## src/rtl/mdu_pkg.sv

```systemverilog
// mdu_pkg: operation and FSM state encodings shared by the HI/LO
// multiply/divide unit and anything that observes it.
package mdu_pkg;

  typedef enum logic [1:0] {
    OP_MULTU = 2'b00,
    OP_MULT  = 2'b01,
    OP_DIVU  = 2'b10,
    OP_DIV   = 2'b11
  } op_e;

  typedef enum logic [1:0] {
    ST_IDLE = 2'b00,
    ST_RUN  = 2'b01,
    ST_FIX  = 2'b10,
    ST_DONE = 2'b11
  } state_e;

  function automatic logic op_is_signed(input op_e op);
    return (op == OP_MULT) || (op == OP_DIV);
  endfunction

  function automatic logic op_is_div(input op_e op);
    return (op == OP_DIVU) || (op == OP_DIV);
  endfunction

endpackage

```

## src/rtl/mdu_step.sv

```systemverilog
// mdu_step: WIDTH+1-bit add/subtract used once per iteration; cout_o is the
// carry for an add and the no-borrow flag (a_i >= b_i) for a subtract.
module mdu_step #(
  parameter int WIDTH = 32
) (
  input  logic [WIDTH:0] a_i,
  input  logic [WIDTH:0] b_i,
  input  logic           sub_i,
  output logic [WIDTH:0] res_o,
  output logic           cout_o
);
  logic [WIDTH+1:0] sum;

  assign sum    = {1'b0, a_i} + {1'b0, (sub_i ? ~b_i : b_i)} + {{(WIDTH+1){1'b0}}, sub_i};
  assign res_o  = sum[WIDTH:0];
  assign cout_o = sum[WIDTH+1];
endmodule

```

## src/rtl/mul_div_unit.sv

```systemverilog
// mul_div_unit: iterative HI/LO multiply/divide unit (one bit per cycle).
// Divide support is compiled in only when MUL_DIV_UNIT_DIV_EN is defined.
module mul_div_unit
  import mdu_pkg::*;
#(
  parameter int WIDTH = 32
) (
  input  logic             clk_in,
  input  logic             rst_in,
  input  logic             start_in,
  input  logic [1:0]       op_in,
  input  logic [WIDTH-1:0] A_in,
  input  logic [WIDTH-1:0] B_in,
  input  logic             mthi_in,
  input  logic             mtlo_in,
  output logic             busy_out,
  output logic             done_out,
  output logic [WIDTH-1:0] HI_out,
  output logic [WIDTH-1:0] LO_out,
  output state_e           dbg_state_out
);
  localparam int CNT_W = $clog2(WIDTH);
  localparam logic [CNT_W-1:0] LAST_BIT = CNT_W'(WIDTH - 1);

  state_e           state_q, state_d;
  op_e              op_q, op_d;
  logic [WIDTH-1:0] a_q, a_d;
  logic [WIDTH-1:0] m_q, m_d;
  logic [WIDTH-1:0] acc_hi_q, acc_hi_d;
  logic [WIDTH-1:0] acc_lo_q, acc_lo_d;
  logic [WIDTH-1:0] hi_q, hi_d;
  logic [WIDTH-1:0] lo_q, lo_d;
  logic             neg_res_q, neg_res_d;
  logic             neg_rem_q, neg_rem_d;
  logic [CNT_W-1:0] cnt_q, cnt_d;

  op_e                op_in_e;
  logic               in_signed, a_neg, b_neg, accept;
  logic [WIDTH-1:0]   mag_a, mag_b;
  logic [WIDTH:0]     step_a, step_b, step_res, mul_sum;
  logic               step_sub, step_cout;
  logic [2*WIDTH-1:0] prod;

  assign op_in_e   = op_e'(op_in);
  assign in_signed = op_is_signed(op_in_e);
  assign a_neg     = in_signed & A_in[WIDTH-1];
  assign b_neg     = in_signed & B_in[WIDTH-1];
  assign mag_a     = a_neg ? -A_in : A_in;
  assign mag_b     = b_neg ? -B_in : B_in;
  assign mul_sum   = acc_lo_q[0] ? step_res : {1'b0, acc_hi_q};
  assign prod      = neg_res_q ? -{acc_hi_q, acc_lo_q} : {acc_hi_q, acc_lo_q};

`ifdef MUL_DIV_UNIT_DIV_EN
  assign accept = start_in;
`else
  // A divide request still wins over a pending move, but starts nothing.
  assign accept = start_in & ~op_is_div(op_in_e);
  logic unused_div_state;
  assign unused_div_state = ^{a_q, neg_rem_q, op_q, step_cout};
`endif

  always_comb begin
    step_a   = {1'b0, acc_hi_q};
    step_b   = {1'b0, m_q};
    step_sub = 1'b0;
`ifdef MUL_DIV_UNIT_DIV_EN
    if (op_is_div(op_q)) begin
      step_a   = {acc_hi_q, acc_lo_q[WIDTH-1]};
      step_sub = 1'b1;
    end
`endif
  end

  mdu_step #(.WIDTH(WIDTH)) u_step (
    .a_i   (step_a),
    .b_i   (step_b),
    .sub_i (step_sub),
    .res_o (step_res),
    .cout_o(step_cout)
  );

  always_comb begin
    state_d   = state_q;
    op_d      = op_q;
    a_d       = a_q;
    m_d       = m_q;
    acc_hi_d  = acc_hi_q;
    acc_lo_d  = acc_lo_q;
    hi_d      = hi_q;
    lo_d      = lo_q;
    neg_res_d = neg_res_q;
    neg_rem_d = neg_rem_q;
    cnt_d     = cnt_q;
    case (state_q)
      ST_IDLE: begin
        if (start_in) begin
          if (accept) begin
            state_d   = ST_RUN;
            op_d      = op_in_e;
            a_d       = A_in;
            neg_res_d = a_neg ^ b_neg;
            neg_rem_d = a_neg;
            cnt_d     = '0;
            acc_hi_d  = '0;
            // m holds the operand added/subtracted each step; acc_lo shifts.
            if (op_is_div(op_in_e)) begin
              m_d      = mag_b;
              acc_lo_d = mag_a;
            end else begin
              m_d      = mag_a;
              acc_lo_d = mag_b;
            end
          end
        end else begin
          if (mthi_in) hi_d = A_in;
          if (mtlo_in) lo_d = A_in;
        end
      end
      ST_RUN: begin
        acc_hi_d = mul_sum[WIDTH:1];
        acc_lo_d = {mul_sum[0], acc_lo_q[WIDTH-1:1]};
`ifdef MUL_DIV_UNIT_DIV_EN
        if (op_is_div(op_q)) begin
          acc_hi_d = step_cout ? step_res[WIDTH-1:0] : step_a[WIDTH-1:0];
          acc_lo_d = {acc_lo_q[WIDTH-2:0], step_cout};
        end
`endif
        cnt_d = cnt_q + CNT_W'(1);
        if (cnt_q == LAST_BIT) state_d = ST_FIX;
      end
      ST_FIX: begin
        hi_d = prod[2*WIDTH-1:WIDTH];
        lo_d = prod[WIDTH-1:0];
`ifdef MUL_DIV_UNIT_DIV_EN
        if (op_is_div(op_q)) begin
          if (m_q == '0) begin
            lo_d = '1;
            hi_d = a_q;
          end else begin
            lo_d = neg_res_q ? -acc_lo_q : acc_lo_q;
            hi_d = neg_rem_q ? -acc_hi_q : acc_hi_q;
          end
        end
`endif
        state_d = ST_DONE;
      end
      ST_DONE: state_d = ST_IDLE;
      default: state_d = ST_IDLE;
    endcase
  end

  always_ff @(posedge clk_in or posedge rst_in) begin
    if (rst_in) begin
      state_q   <= ST_IDLE;
      op_q      <= OP_MULTU;
      a_q       <= '0;
      m_q       <= '0;
      acc_hi_q  <= '0;
      acc_lo_q  <= '0;
      hi_q      <= '0;
      lo_q      <= '0;
      neg_res_q <= 1'b0;
      neg_rem_q <= 1'b0;
      cnt_q     <= '0;
    end else begin
      state_q   <= state_d;
      op_q      <= op_d;
      a_q       <= a_d;
      m_q       <= m_d;
      acc_hi_q  <= acc_hi_d;
      acc_lo_q  <= acc_lo_d;
      hi_q      <= hi_d;
      lo_q      <= lo_d;
      neg_res_q <= neg_res_d;
      neg_rem_q <= neg_rem_d;
      cnt_q     <= cnt_d;
    end
  end

  assign busy_out      = (state_q != ST_IDLE);
  assign done_out      = (state_q == ST_DONE);
  assign HI_out        = hi_q;
  assign LO_out        = lo_q;
  assign dbg_state_out = state_q;
endmodule
```

## config.mk

```make
export PLATFORM = sky130hd
export DESIGN_NAME = mul_div_unit
export DESIGN_NICKNAME = d
export VERILOG_FILES = /design/src/rtl/mdu_pkg.sv /design/src/rtl/mdu_step.sv /design/src/rtl/mul_div_unit.sv
export SDC_FILE = /design/constraint.sdc
export NUM_CORES = 1
export LEC_CHECK = 0
export CELL_PAD_IN_SITES_DETAIL_PLACEMENT = 1
export CELL_PAD_IN_SITES_GLOBAL_PLACEMENT = 1
export CORE_MARGIN = 4
export CORE_UTILIZATION = 30
export CTS_CLUSTER_SIZE = 24
export DETAILED_ROUTE_END_ITERATION = 10
export HOLD_SLACK_MARGIN = 0.02
export PLACE_DENSITY = 0.61
export SYNTH_ARGS = -nofsm -noshare
export SYNTH_HDL_FRONTEND = slang
export SYNTH_SLANG_ARGS = --single-unit
```

## constraint.sdc

```tcl
create_clock -name clk_in -period 6.06 [get_ports clk_in]
set_input_delay 1.212 -clock clk_in [delete_from_list [all_inputs] [get_ports clk_in]]
set_output_delay 1.212 -clock clk_in [all_outputs]
set_load 0.05 [all_outputs]
```

Word-level counts from Yosys, hierarchy flattened
Cells that the tools add are included.

word-level totals
  register bits = 168
  bits of input ports = 71
  logic and storage cells = 67

operators by class
  $add $sub $neg = 5
  equal/unequal tests = 13
  multiplexer cells = 25
  bitwise operators = 5
  reductions and logical operators = 11

operator list
  operator                                                         number
  32-bit two-way mux                                               12
  32-bit case mux with 2 select lines                              4
  64-bit two-way mux                                               1
  32-bit negator                                                   2
  64-bit negator                                                   1
  32-bit by 32-bit adder with 33-bit output                        1
  33-bit two-way mux                                               1
  3-bit AND reduction                                              5
  2-bit != test, second input constant                             6
  5-bit two-way mux                                                2
  5-bit case mux with 2 select lines                               1
  2-bit == test, second input constant                             4
  2-bit case mux with 4 select lines                               1
  2-bit two-way mux                                                3
  2-bit nonzero test                                               3
  5-bit by 1-bit adder with 5-bit output, second input constant    1
  5-bit == test, second input constant                             1
  2-bit by 1-bit == test with 1-bit output, second input constant  2
  1-bit AND                                                        3
  2-bit logical NOT                                                1
  1-bit logical OR                                                 2
  1-bit inverter                                                   1
  1-bit bitwise XOR                                                1

Longest topological paths before layout
  depth in word-level cells = 8
  gate-level depth with buffers = 10
  gate-level depth less buffers = 10

Cells and area by module
A second synthesis with hierarchy kept.

unflattened totals
  cell total of the unflattened synthesis = 1449
  area total of the unflattened synthesis = 12410.7 um^2

by module, submodules not included
  module        times used  cells each  area an instance (um^2)
  mul_div_unit  1           1167        10293.6
  mdu_step      1           282         2117.0

Worst setup path after synthesis
No wires, ideal clock.

  path type = input-to-reg
  from = in A_in[9]
  to = reg m_q[27]
  data arrival time = 3.361 ns
  data required time = 5.927 ns
  slack = 2.566 ns
  stages = 7
  path buffers = 0
  cell sequence = or4_1 > nor4b_1 > nor3b_1 > nand3b_1 > o31ai_1 > xor2_1 > o21ai_0

between the ends
  longest elaborated chain between the ends = 3

RTL lines
  what                    line                 text
  start: declaration      mul_div_unit.sv:12   input logic [WIDTH-1:0] A_in,
  32-bit negator          mul_div_unit.sv:48   assign mag_a = a_neg ? -A_in : A_in;
  32-bit two-way mux      mul_div_unit.sv:48
  32-bit two-way mux      mul_div_unit.sv:106  if (op_is_div(op_in_e)) begin
  end signal: assignment  mul_div_unit.sv:169  m_q <= m_d;
  end: declaration        mul_div_unit.sv:28   logic [WIDTH-1:0] m_q, m_d;

No other way between the ends.
A chain may end at the register's enable or synchronous reset.

Worst setup path after layout
  from = in A_in[8]
  to = reg m_q[27]

Same word-level chain as after synthesis.

==> metrics <==
final WL 42000 µm; WS Path Type in -> reg; post-route cell area 14100 µm²; Slew @ Worst Pin 984 ps; most frequent cells in the layout 168 x dfrtp_1, 162 x o21ai_0, 148 x nand2_1; Routed wire per std cell 21.2 µm; Critical-path top delay cell or4_1; Worst-path clk slew 60 ps; Async SR Flop Fraction 100%; Power Density 567 nW/µm²; CTS sink cnt 168; initial antenna violation count 0; multi-input combinational cell area 7010 µm²; Tot Pwr 0.00796 W; clock skew 7.77 ps; Setup TNS Final 0 ps; Layout fillers 4483; #FFs+latches synth 168; unique cell type count in the Yosys netlist 64; non-filler cells, final 1980; cts repair resizes 0; placed cells 1950; CP Launch Type input pin; outcome complete, no violations; final setup fails 0; hold endpoint LO_out[9]; hold buffer count at cts 0; post-route minimum period 4180 ps; GPL Wtd Cong 0.847; largest net degree at the start of global routing 96; Worst VDD drop 0.000221 V; maximum fanout along the worst path 5; Max-Cap Viols 0; GR Overflow Total 0; setup bufs post-CTS 0; hold path start LO_out[9]; Critical R2R Launch acc_lo_q[0]; CTS buffer count 17; # diodes 0; Yosys top cell by area dfrtp_1; final hold violations 0; Reg area 4200 µm²; prevailing post-synth register cell dfrtp_1; CTS tree yes; crit path cell chain clkdlybuf4s50_1, or4_1, nor4b_1, nor3b_1, nand3b_1, o31ai_1, xor2_1, o21ai_0; Critical Path AT 4460 ps; placed cell area 13500 µm²; Post-synth EDFFs 0; Area Growth Syn to Fin 21.2%; first-pass GRT wire length 65500 µm; I/O Pins 139; Post-Syn Instances 1368; layout net count 1571; Syn Area/Cell 8.48 µm²; Synth area leaders dfrtp_1 36%, o21ai_0 7.0%, xor2_1 6.5%, nand2_1 4.8%, xnor2_1 4.5%; worst min-delay path class reg -> reg; worst skew pair latency 430 ps; H-tree Lvls 4; Comb pwr share 57.8%; Synth top area share 36.3%; Clock Tree Root clkbuf_16; Initial Util 30.6%; core area 37900 µm²; post-DP HPWL 32300 µm; share of cells above drive strength 1 4.36%; Total GRT Usage 19.8%; Util after Layout 37.0%; cell area after synthesis 11600 µm²; # rows 71; hold path depth 1; R2R Path End HI_out[22]; fin. max-slew vios 0; Peak Freq 239 MHz; cell-internal power 0.00394 W; die area 41900 µm²; commonest non-fill, non-tap cell in the layout dfrtp_1; Switch Pwr 0.00402 W; RSZ-0062 raised after global routing no; Reg power frac 28.2%; die height 205 µm; DR DRC count 0; first-pass detailed-route iteration total 5; Worst setup EP type flip-flop; Clk network pwr share 14.1%; Mapped Nets 1481; Slowest Stage Delay on Critical Path 640 ps; worst reg-to-reg path cell count 9; initial DRC count 569; post-detailed-route count of antenna-violating nets 0; Port Buffers 138; Die Wd 205 µm; Rel. slew slack 34.0%; sequential area share after synthesis 36.3%; Critical Path RT 6340 ps; period utilization 69.0%; vias in the first global route 11136; routed vias 10779; Leak Pwr 5.77 nW; CTS max path bufs 2; sw frac 50.5%; Synthesis Warnings 0; R2R Setup Slk 2140 ps; Vias/cell 5.44
==> flip-flops by register name, indices dropped and copies added, names as in the netlist <==
| register | count |
|---|---|
| acc_lo_q | 32 |
| cnt_q | 5 |
| dbg_state_out | 2 |
| m_q | 32 |
| LO_out | 32 |
| neg_res_q | 1 |
| acc_hi_q | 32 |
| HI_out | 32 |
==> per-layer routing <==
metal  track usage, %  vias to the layer above  wire (µm)
met5                0                        -          0
met4             4.19                        0        567
met3             2.42                       29       1550
met2             33.8                      198      20400
met1             27.1                     5383      19500
li1                 -                     5169          -
==> worst max-delay path: cells and delay by family <==
family | cells | cell delay (ps)
simple gates | 4 | 2140
compound gates | 2 | 460
buf+inv | 1 | 480
xor+xnor | 1 | 160
==> stage by stage <==
| step | hold WS (ps) | setup slack [ps] |
|---|---|---|
| after detailed placement | 472 | 1430 |
| after global routing | 496 | 1670 |
| after global placement | 467 | 1510 |
| final | 478 | 1880 |
| after CTS | 487 | 1860 |
| after floorplan | 456 | 301 |
==> synthesized netlist by cell type, types with 3 or more instances <==
| master | count |
|---|---|
| a211oi_1 | 24 |
| a21o_1 | 37 |
| a21oi_1 | 76 |
| a221oi_1 | 22 |
| a222oi_1 | 3 |
| a22oi_1 | 48 |
| a31oi_1 | 7 |
| and2_1 | 8 |
| and3_1 | 7 |
| clkbuf_1 | 79 |
| dfrtp_1 | 168 |
| ha_1 | 41 |
| inv_1 | 25 |
| mux2_2 | 3 |
| mux2i_1 | 13 |
| nand2_1 | 148 |
| nand2b_1 | 10 |
| nand3_1 | 21 |
| nand3b_1 | 6 |
| nand4_1 | 9 |
| nand4b_1 | 4 |
| nor2_1 | 113 |
| nor2b_1 | 8 |
| nor3_1 | 24 |
| nor3b_1 | 9 |
| nor4_1 | 7 |
| o211ai_1 | 7 |
| o21a_1 | 3 |
| o21ai_0 | 162 |
| o21bai_1 | 4 |
| o221ai_1 | 4 |
| o22ai_1 | 3 |
| o31a_1 | 3 |
| o31ai_1 | 27 |
| o41ai_1 | 18 |
| or2_2 | 5 |
| or3_1 | 21 |
| or4_1 | 13 |
| or4_4 | 3 |
| xnor2_1 | 60 |
| xor2_1 | 86 |
==> worst max path at each step <==
stage,from,end
final,A_in[8],m_q[27]
after CTS,A_in[7],m_q[27]
after floorplan,rst_in,HI_out[0]
after global routing,A_in[7],m_q[27]
after detailed placement,A_in[7],m_q[27]
after global placement,A_in[8],m_q[29]
==> cells by family after synthesis <==
family | share of synthesized area [%]
buffers and inverters | 3.58
adders and majority gates | 4.60
muxes | 1.41
xor gates and xnor gates | 11.0
DFF | 36.3
and+or+nand+nor | 17.2
AOI/OAI and AO/OA | 25.9
==> cell type report <==
type                            count  share of cell area, %
Multi-Input combinational cell   1092                   49.9
Sequential cell                   168                   29.9
Timing Repair Buffer              154                   10.8
Tap cell                          511                   4.55
Clock buffer                       21                   3.28
Clock inverter                      9                  0.890
Inverter                           25                  0.703
==> power by group through the flow <==
stage	Sequential [W]	Clock (W)	Combinational, W
global placement	0.00225	0	0.00453
detailed placement	0.00226	0	0.00461
finish	0.00224	0.00112	0.00460
global route	0.00231	0.00120	0.00502
CTS	0.00224	0.00115	0.00464
floorplan	0.00274	0	0.00255
Note: power is estimated with default switching activity, not from simulation.
